--- config.mk ---
export PLATFORM = sky130hd
export DESIGN_NAME = cg_enable_gen
export DESIGN_NICKNAME = d
export VERILOG_FILES = /design/src/rtl/cg_pkg.sv /design/src/rtl/cg_idle_timer.sv /design/src/rtl/cg_enable_gen.sv
export SDC_FILE = /design/constraint.sdc
export NUM_CORES = 1
export LEC_CHECK = 0
export CAP_MARGIN = 20
export CELL_PAD_IN_SITES_DETAIL_PLACEMENT = 1
export CELL_PAD_IN_SITES_GLOBAL_PLACEMENT = 2
export CORE_MARGIN = 2
export CORE_UTILIZATION = 37
export CTS_CLUSTER_SIZE = 14
export DETAILED_ROUTE_END_ITERATION = 7
export DONT_BUFFER_PORTS = 1
export GPL_TIMING_DRIVEN = 0
export PLACE_DENSITY = 0.8
export SYNTH_ARGS = -nofsm -noshare
export SYNTH_HDL_FRONTEND = slang
export SYNTH_HIERARCHICAL = 1
export SYNTH_SLANG_ARGS = --single-unit
export TNS_END_PERCENT = 30
--- constraint.sdc ---
create_clock -name CLK -period 1.8 [get_ports CLK]
set_input_delay 0.54 -clock CLK [delete_from_list [all_inputs] [get_ports CLK]]
set_output_delay 0.54 -clock CLK [all_outputs]
set_load 0.02 [all_outputs]
--- src/rtl/cg_pkg.sv ---
// cg_pkg: shared types and helpers for the clock-gate enable generator.
//   cg_state_e : sleep/wake/active FSM encoding (3 is illegal)
//   cnt_width  : bit width needed to count 0..n-1 (minimum 1)
package cg_pkg;

  typedef enum logic [1:0] {
    CG_SLEEP  = 2'd0,
    CG_WAKE   = 2'd1,
    CG_ACTIVE = 2'd2
  } cg_state_e;

  // Width of a down/up counter holding values 0..n-1.
  function automatic int unsigned cnt_width(input int unsigned n);
    if (n <= 32'd2) return 32'd1;
    return 32'($clog2(n));
  endfunction

endpackage

--- src/rtl/cg_idle_timer.sv ---
// cg_idle_timer: counts idle cycles while the enable generator is active.
//   CLK, RST : clock, asynchronous active-high reset
//   clear    : return count to zero (has priority over inc)
//   inc      : advance count by one
//   expired  : count has reached IDLE_CYCLES-1
module cg_idle_timer
  import cg_pkg::*;
#(
  parameter int unsigned IDLE_CYCLES = 4
) (
  input  logic CLK,
  input  logic RST,
  input  logic clear,
  input  logic inc,
  output logic expired
);

  localparam int unsigned CW = cnt_width(IDLE_CYCLES);
  localparam logic [CW-1:0] LAST = CW'(IDLE_CYCLES - 32'd1);

  logic [CW-1:0] cnt_q;
  logic [CW-1:0] cnt_d;

  // Next count; the owner clears on expiry, so no wrap handling is needed.
  always_comb begin
    cnt_d = cnt_q;
    if (clear) begin
      cnt_d = '0;
    end else if (inc) begin
      cnt_d = cnt_q + CW'(1);
    end
  end

  always_ff @(posedge CLK or posedge RST) begin
    if (RST) begin
      cnt_q <= '0;
    end else begin
      cnt_q <= cnt_d;
    end
  end

  assign expired = (cnt_q == LAST);

endmodule

--- src/rtl/cg_enable_gen.sv ---
// cg_enable_gen: drives D_IN/EN and the clock-gate enable of a gated data
// register. Redundant writes (data equal to the last written value) are
// consumed without pulsing EN; the gate closes after IDLE_CYCLES idle cycles
// and reopens through a WAKE_CYCLES warm-up when the source has data.
//   CLK, RST   : clock, asynchronous active-high reset
//   SRC_VALID  : source holds a word
//   SRC_DATA   : source word
//   SRC_READY  : word accepted this cycle (registered, high only in ACTIVE)
//   D_IN, EN   : registered data / one-cycle write enable to the register
//   CG_EN      : registered clock-gate enable (decode of next state)
//   STATE      : FSM state for debug
module cg_enable_gen
  import cg_pkg::*;
#(
  parameter int unsigned WIDTH       = 8,
  parameter int unsigned IDLE_CYCLES = 4,
  parameter int unsigned WAKE_CYCLES = 2
) (
  input  logic             CLK,
  input  logic             RST,
  input  logic             SRC_VALID,
  input  logic [WIDTH-1:0] SRC_DATA,
  output logic             SRC_READY,
  output logic [WIDTH-1:0] D_IN,
  output logic             EN,
  output logic             CG_EN,
  output logic [1:0]       STATE
);

  localparam int unsigned WCW = cnt_width(WAKE_CYCLES);
  localparam logic [WCW-1:0] WAKE_LOAD = WCW'(WAKE_CYCLES - 32'd1);

  cg_state_e        state_q;
  cg_state_e        state_d;
  logic [WCW-1:0]   wake_q;
  logic [WCW-1:0]   wake_d;
  logic             ready_q;
  logic             cg_en_q;
  logic             en_q;
  logic [WIDTH-1:0] d_in_q;
  logic [WIDTH-1:0] shadow_q;
  logic             shadow_vld_q;

  logic xfer_c;
  logic eff_c;
  logic idle_clear;
  logic idle_inc;
  logic idle_expired;

  // A transfer only writes when the shadow is empty or the data differs.
  assign xfer_c = SRC_VALID & ready_q;
  assign eff_c  = xfer_c & (~shadow_vld_q | (SRC_DATA != shadow_q));

  cg_idle_timer #(
    .IDLE_CYCLES(IDLE_CYCLES)
  ) u_idle_timer (
    .CLK    (CLK),
    .RST    (RST),
    .clear  (idle_clear),
    .inc    (idle_inc),
    .expired(idle_expired)
  );

  // Next-state and counter control.
  always_comb begin
    state_d    = state_q;
    wake_d     = wake_q;
    idle_clear = 1'b0;
    idle_inc   = 1'b0;
    case (state_q)
      CG_SLEEP: begin
        idle_clear = 1'b1;
        if (SRC_VALID) begin
          state_d = CG_WAKE;
          wake_d  = WAKE_LOAD;
        end
      end
      CG_WAKE: begin
        // Committed once started: SRC_VALID dropping does not abort.
        idle_clear = 1'b1;
        if (wake_q == '0) begin
          state_d = CG_ACTIVE;
        end else begin
          wake_d = wake_q - WCW'(1);
        end
      end
      CG_ACTIVE: begin
        // Suppressed transfers count as idle cycles.
        if (eff_c) begin
          idle_clear = 1'b1;
        end else if (idle_expired) begin
          idle_clear = 1'b1;
          state_d    = CG_SLEEP;
        end else begin
          idle_inc = 1'b1;
        end
      end
      default: begin
        idle_clear = 1'b1;
        wake_d     = '0;
        state_d    = CG_SLEEP;
      end
    endcase
  end

  // State, handshake and gate-enable registers.
  always_ff @(posedge CLK or posedge RST) begin
    if (RST) begin
      state_q <= CG_SLEEP;
      wake_q  <= '0;
      ready_q <= 1'b0;
      cg_en_q <= 1'b0;
    end else begin
      state_q <= state_d;
      wake_q  <= wake_d;
      ready_q <= (state_d == CG_ACTIVE);
      cg_en_q <= (state_d != CG_SLEEP);
    end
  end

  // Write path and shadow copy of the last written value.
  always_ff @(posedge CLK or posedge RST) begin
    if (RST) begin
      en_q         <= 1'b0;
      d_in_q       <= '0;
      shadow_q     <= '0;
      shadow_vld_q <= 1'b0;
    end else begin
      en_q <= eff_c;
      if (eff_c) begin
        d_in_q       <= SRC_DATA;
        shadow_q     <= SRC_DATA;
        shadow_vld_q <= 1'b1;
      end
    end
  end

  assign SRC_READY = ready_q;
  assign D_IN      = d_in_q;
  assign EN        = en_q;
  assign CG_EN     = cg_en_q;
  assign STATE     = state_q;

endmodule

==> impl_metrics.env <==
export IMPL_fmax_mhz=581
export IMPL_netlist_area_sq_um=778
export IMPL_fin_area_sq_um=867
export IMPL_layout_area_seq_sq_um=428
export IMPL_wl_um=1370
export IMPL_vias=491
export IMPL_cts_htree_levels=1
export IMPL_combPwrFrac_pct=30.6
export IMPL_drive_gt1_share_pct=24.3
export IMPL_synthMuxAreaShare_pct=14.6
export IMPL_yosysWarnings=6
export IMPL_numCtsBuffers=3
export IMPL_initialDrtViolationCount=2
export IMPL_n_antenna_cell=0
export IMPL_fin_skew_ns=0.00511
export IMPL_synth_top_area_cell="dfrtp_1"
export IMPL_syn_nets=76
export IMPL_period_share_pct=95.6
export IMPL_worst_pin_slew_ns=0.572
export IMPL_post_route_drc_count=0
export IMPL_gp_congestion=0.753
export IMPL_port_buffers=0
export IMPL_synth_top_family_by_area="multiplexers"
export IMPL_yosys_top_cells_area="dfrtp_1 (55%), mux2_2 (10%), xnor2_1 (10%)"
export IMPL_gr_total_overflow=0
export IMPL_cp_num_buf_inv=1
export IMPL_endpoint_kind="register"
export IMPL_met2_usage_pct=21.6
export IMPL_crit_family="flip-flops"
export IMPL_die_y_um=49.9
export IMPL_place_ws_ns=-0.0582
export IMPL_wire_per_inst_um=14.1
export IMPL_run_status="complete, no violations"
export IMPL_synth_ff_latch_count=17
export IMPL_core_rowCount=16
export IMPL_rsz0062_at_grt="false"
export IMPL_synth_adder_area_share_pct=1.61
export IMPL_tns_ns=0
export IMPL_grt_max_degree=16
export IMPL_timing_final_hold_violations=0
export IMPL_initial_core_util_pct=39.3
export IMPL_clkPwrFrac_pct=12.4
export IMPL_grt_use_met1_pct=15.7
export IMPL_drv_cap=0
export IMPL_cts_tree="built"
export IMPL_cts_sinks=17
export IMPL_setup_viol=0
export IMPL_hpwl_um=1030
export IMPL_critPathKind="register to register"
export IMPL_clk_path_buf_depth=2
export IMPL_ir_worst_vdd_v=0.000780
export IMPL_p_sw_mw=0.672
export IMPL_synth_top_cell_area_share_pct=54.7
export IMPL_areaGrowthSynthToFinish_pct=11.4
export IMPL_die_area_sq_um=2490
export IMPL_grt_pass1_wl_um=2500
export IMPL_yosysUniqueCellTypes=17
export IMPL_synth_compound_area_share_pct=6.75
export IMPL_fillers=205
export IMPL_power_density_nw_per_um2=1830
export IMPL_place_area_sq_um=812
export IMPL_antenna_found_initial=0
export IMPL_intPower_mw=0.911
export IMPL_met3_usage_pct=6.97
export IMPL_ios=24
export IMPL_synth_xor_area_share_pct=10.1
export IMPL_max_stage_delay_ns=0.48
export IMPL_synth_simple_gate_area_share_pct=10.3
export IMPL_final_nets=83
export IMPL_p_seq_share_pct=57.0
export IMPL_core_area_sq_um=1980
export IMPL_avgSynthCellArea_sq_um=12.2
export IMPL_crit_chain="xnor2_1 -> nand3_1 -> o311ai_4 -> buf_4 -> mux2_4"
export IMPL_antenna_left=0
export IMPL_sw_frac_of_total_pct=42.5
export IMPL_synth_yosys_seq_area_share_pct=54.7
export IMPL_die_x_um=49.9
export IMPL_worst_slack_ns=0.0801
export IMPL_drv_slew=0
export IMPL_cts_root_buffer="clkbuf_4"
export IMPL_crit_path_top_delay_cell="dfrtp_1"
export IMPL_hold_path_class="primary input to asynchronous set/reset pin"
export IMPL_cts_clk_slew_worst_paths_ns=0.09
export IMPL_cp_data_arrival_time_ns=1.90
export IMPL_startpoint_type="register"
export IMPL_multi_input_area_sq_um=347
export IMPL_worstPathMaxFanout=3
export IMPL_synth_cells=64
export IMPL_grt_pass1_vias=561
export IMPL_required_ns=1.98
export IMPL_drtPass1Iterations=4
export IMPL_clkLatencyLatePin_ns=0.29
export IMPL_grt_total_usage_pct=13.7
export IMPL_top_usage_layer="met2"
export IMPL_final_min_clock_period_ns=1.72
export IMPL_total_leakage_power_nw=0.380
export IMPL_slew_headroom_pct=61.8
export IMPL_routed_via_density=5.06
-- worst paths after layout --
path / start / to / slack (ns) / cells after the start
setup / recovery: shadow_q[4] / shadow_q[4] / 0.08 / 5
hold / removal: RST / CG_EN / 0.18 / 1
setup reg to reg: shadow_q[4] / shadow_q[4] / 0.08 / 5
hold reg to reg: shadow_vld_q / shadow_vld_q / 0.51 / 1
max in group asynchronous: RST / u_idle_timer/cnt_q[1] / 1.15 / 2
min in group CLK: SRC_DATA[2] / shadow_q[2] / 0.39 / 1
-- repair_timing --
item,CTS,global route
endpoints found under the setup margin,1,4
pin swaps,1,2
hold endpoints to repair,2,0
gates resized for setup,1,3
setup buffers,1,0
hold buffers,1,0
cloned,0,0
-- metrics by stage --
stage | utilization, % | hold slack (ns) | std cells | power, mW
2_1_floorplan | - | 0.281 | 64 | 1.27
3_3_place_gp | 41.0 | 0.288 | 91 | 1.35
3_5_place_dp | 41.0 | 0.292 | 91 | 1.37
4_1_cts | 43.2 | 0.191 | 97 | 1.59
5_1_grt | 43.8 | 0.202 | 97 | 1.72
6_report | 43.8 | 0.183 | 97 | 1.58
-- flip-flops by register name (all words and copies together), names as in the netlist --
signal / count
CG_EN: 1
EN: 1
SRC_READY: 1
STATE: 2
shadow_q: 8
shadow_vld_q: 1
u_idle_timer/cnt_q: 2
wake_q: 1
-- power groups by stage --
stage / Clock (mW) / Sequential (mW) / Combinational, mW
floorplan: 0 / 0.865 / 0.402
global placement: 0 / 0.899 / 0.447
detailed placement: 0 / 0.907 / 0.460
CTS: 0.213 / 0.901 / 0.473
global route: 0.226 / 0.939 / 0.554
finish: 0.197 / 0.902 / 0.484
-- worst register-to-register path, stage by stage, from the launching register on --
cell      delay [ns]
dfrtp_1         0.48
xnor2_1         0.21
nand3_1         0.15
o311ai_4        0.30
buf_4           0.18
mux2_4          0.29
-- kinds of logic (layout without fill, tap and decap cells) --
group                    after synthesis  after routing
AO/OA/AOI/OAI                          5              5
adder cells (fa/ha/maj)                1              1
XOR/XNOR                               9              9
AND/OR/NAND/NOR                       18             18
buffers and inverters                  4             10
flip-flops                            17             17
multiplexers                          10             10
-- per-layer routing --
metal  up-vias  share of wire, %
met5         -                 0
met4         0               2.1
met3         4               9.9
met2        19                46
met1       238                42
li1        230                 -
-- cell usage after synthesis, drive strengths merged --
cell type / n
dfrtp: 17
and2: 1
nand2b: 2
nand2: 5
nor2: 8
nand4: 1
o311ai: 1
xnor2: 9
nand3: 1
inv: 4
o31ai: 1
ha: 1
mux2: 8
mux2i: 2
o221ai: 1
a21oi: 2
-- cell usage in the layout, fill, tap and decap left out, types with 2 or more instances in the layout --
cell	n
a21oi_1	2
clkbuf_4	3
dfrtp_1	15
dfrtp_2	2
inv_1	4
mux2_2	7
mux2i_1	2
nand2_1	5
nand2b_1	2
nor2_1	8
xnor2_1	8
-- final cells by class --
type	count	area share, %
Clock buffer	4	3.03
Inverter	4	1.73
Multi-Input combinational cell	43	40.0
Sequential cell	17	49.4
Tap cell	27	3.90
Timing Repair Buffer	2	2.02
No activity file was read; power rests on OpenSTA's default activity.
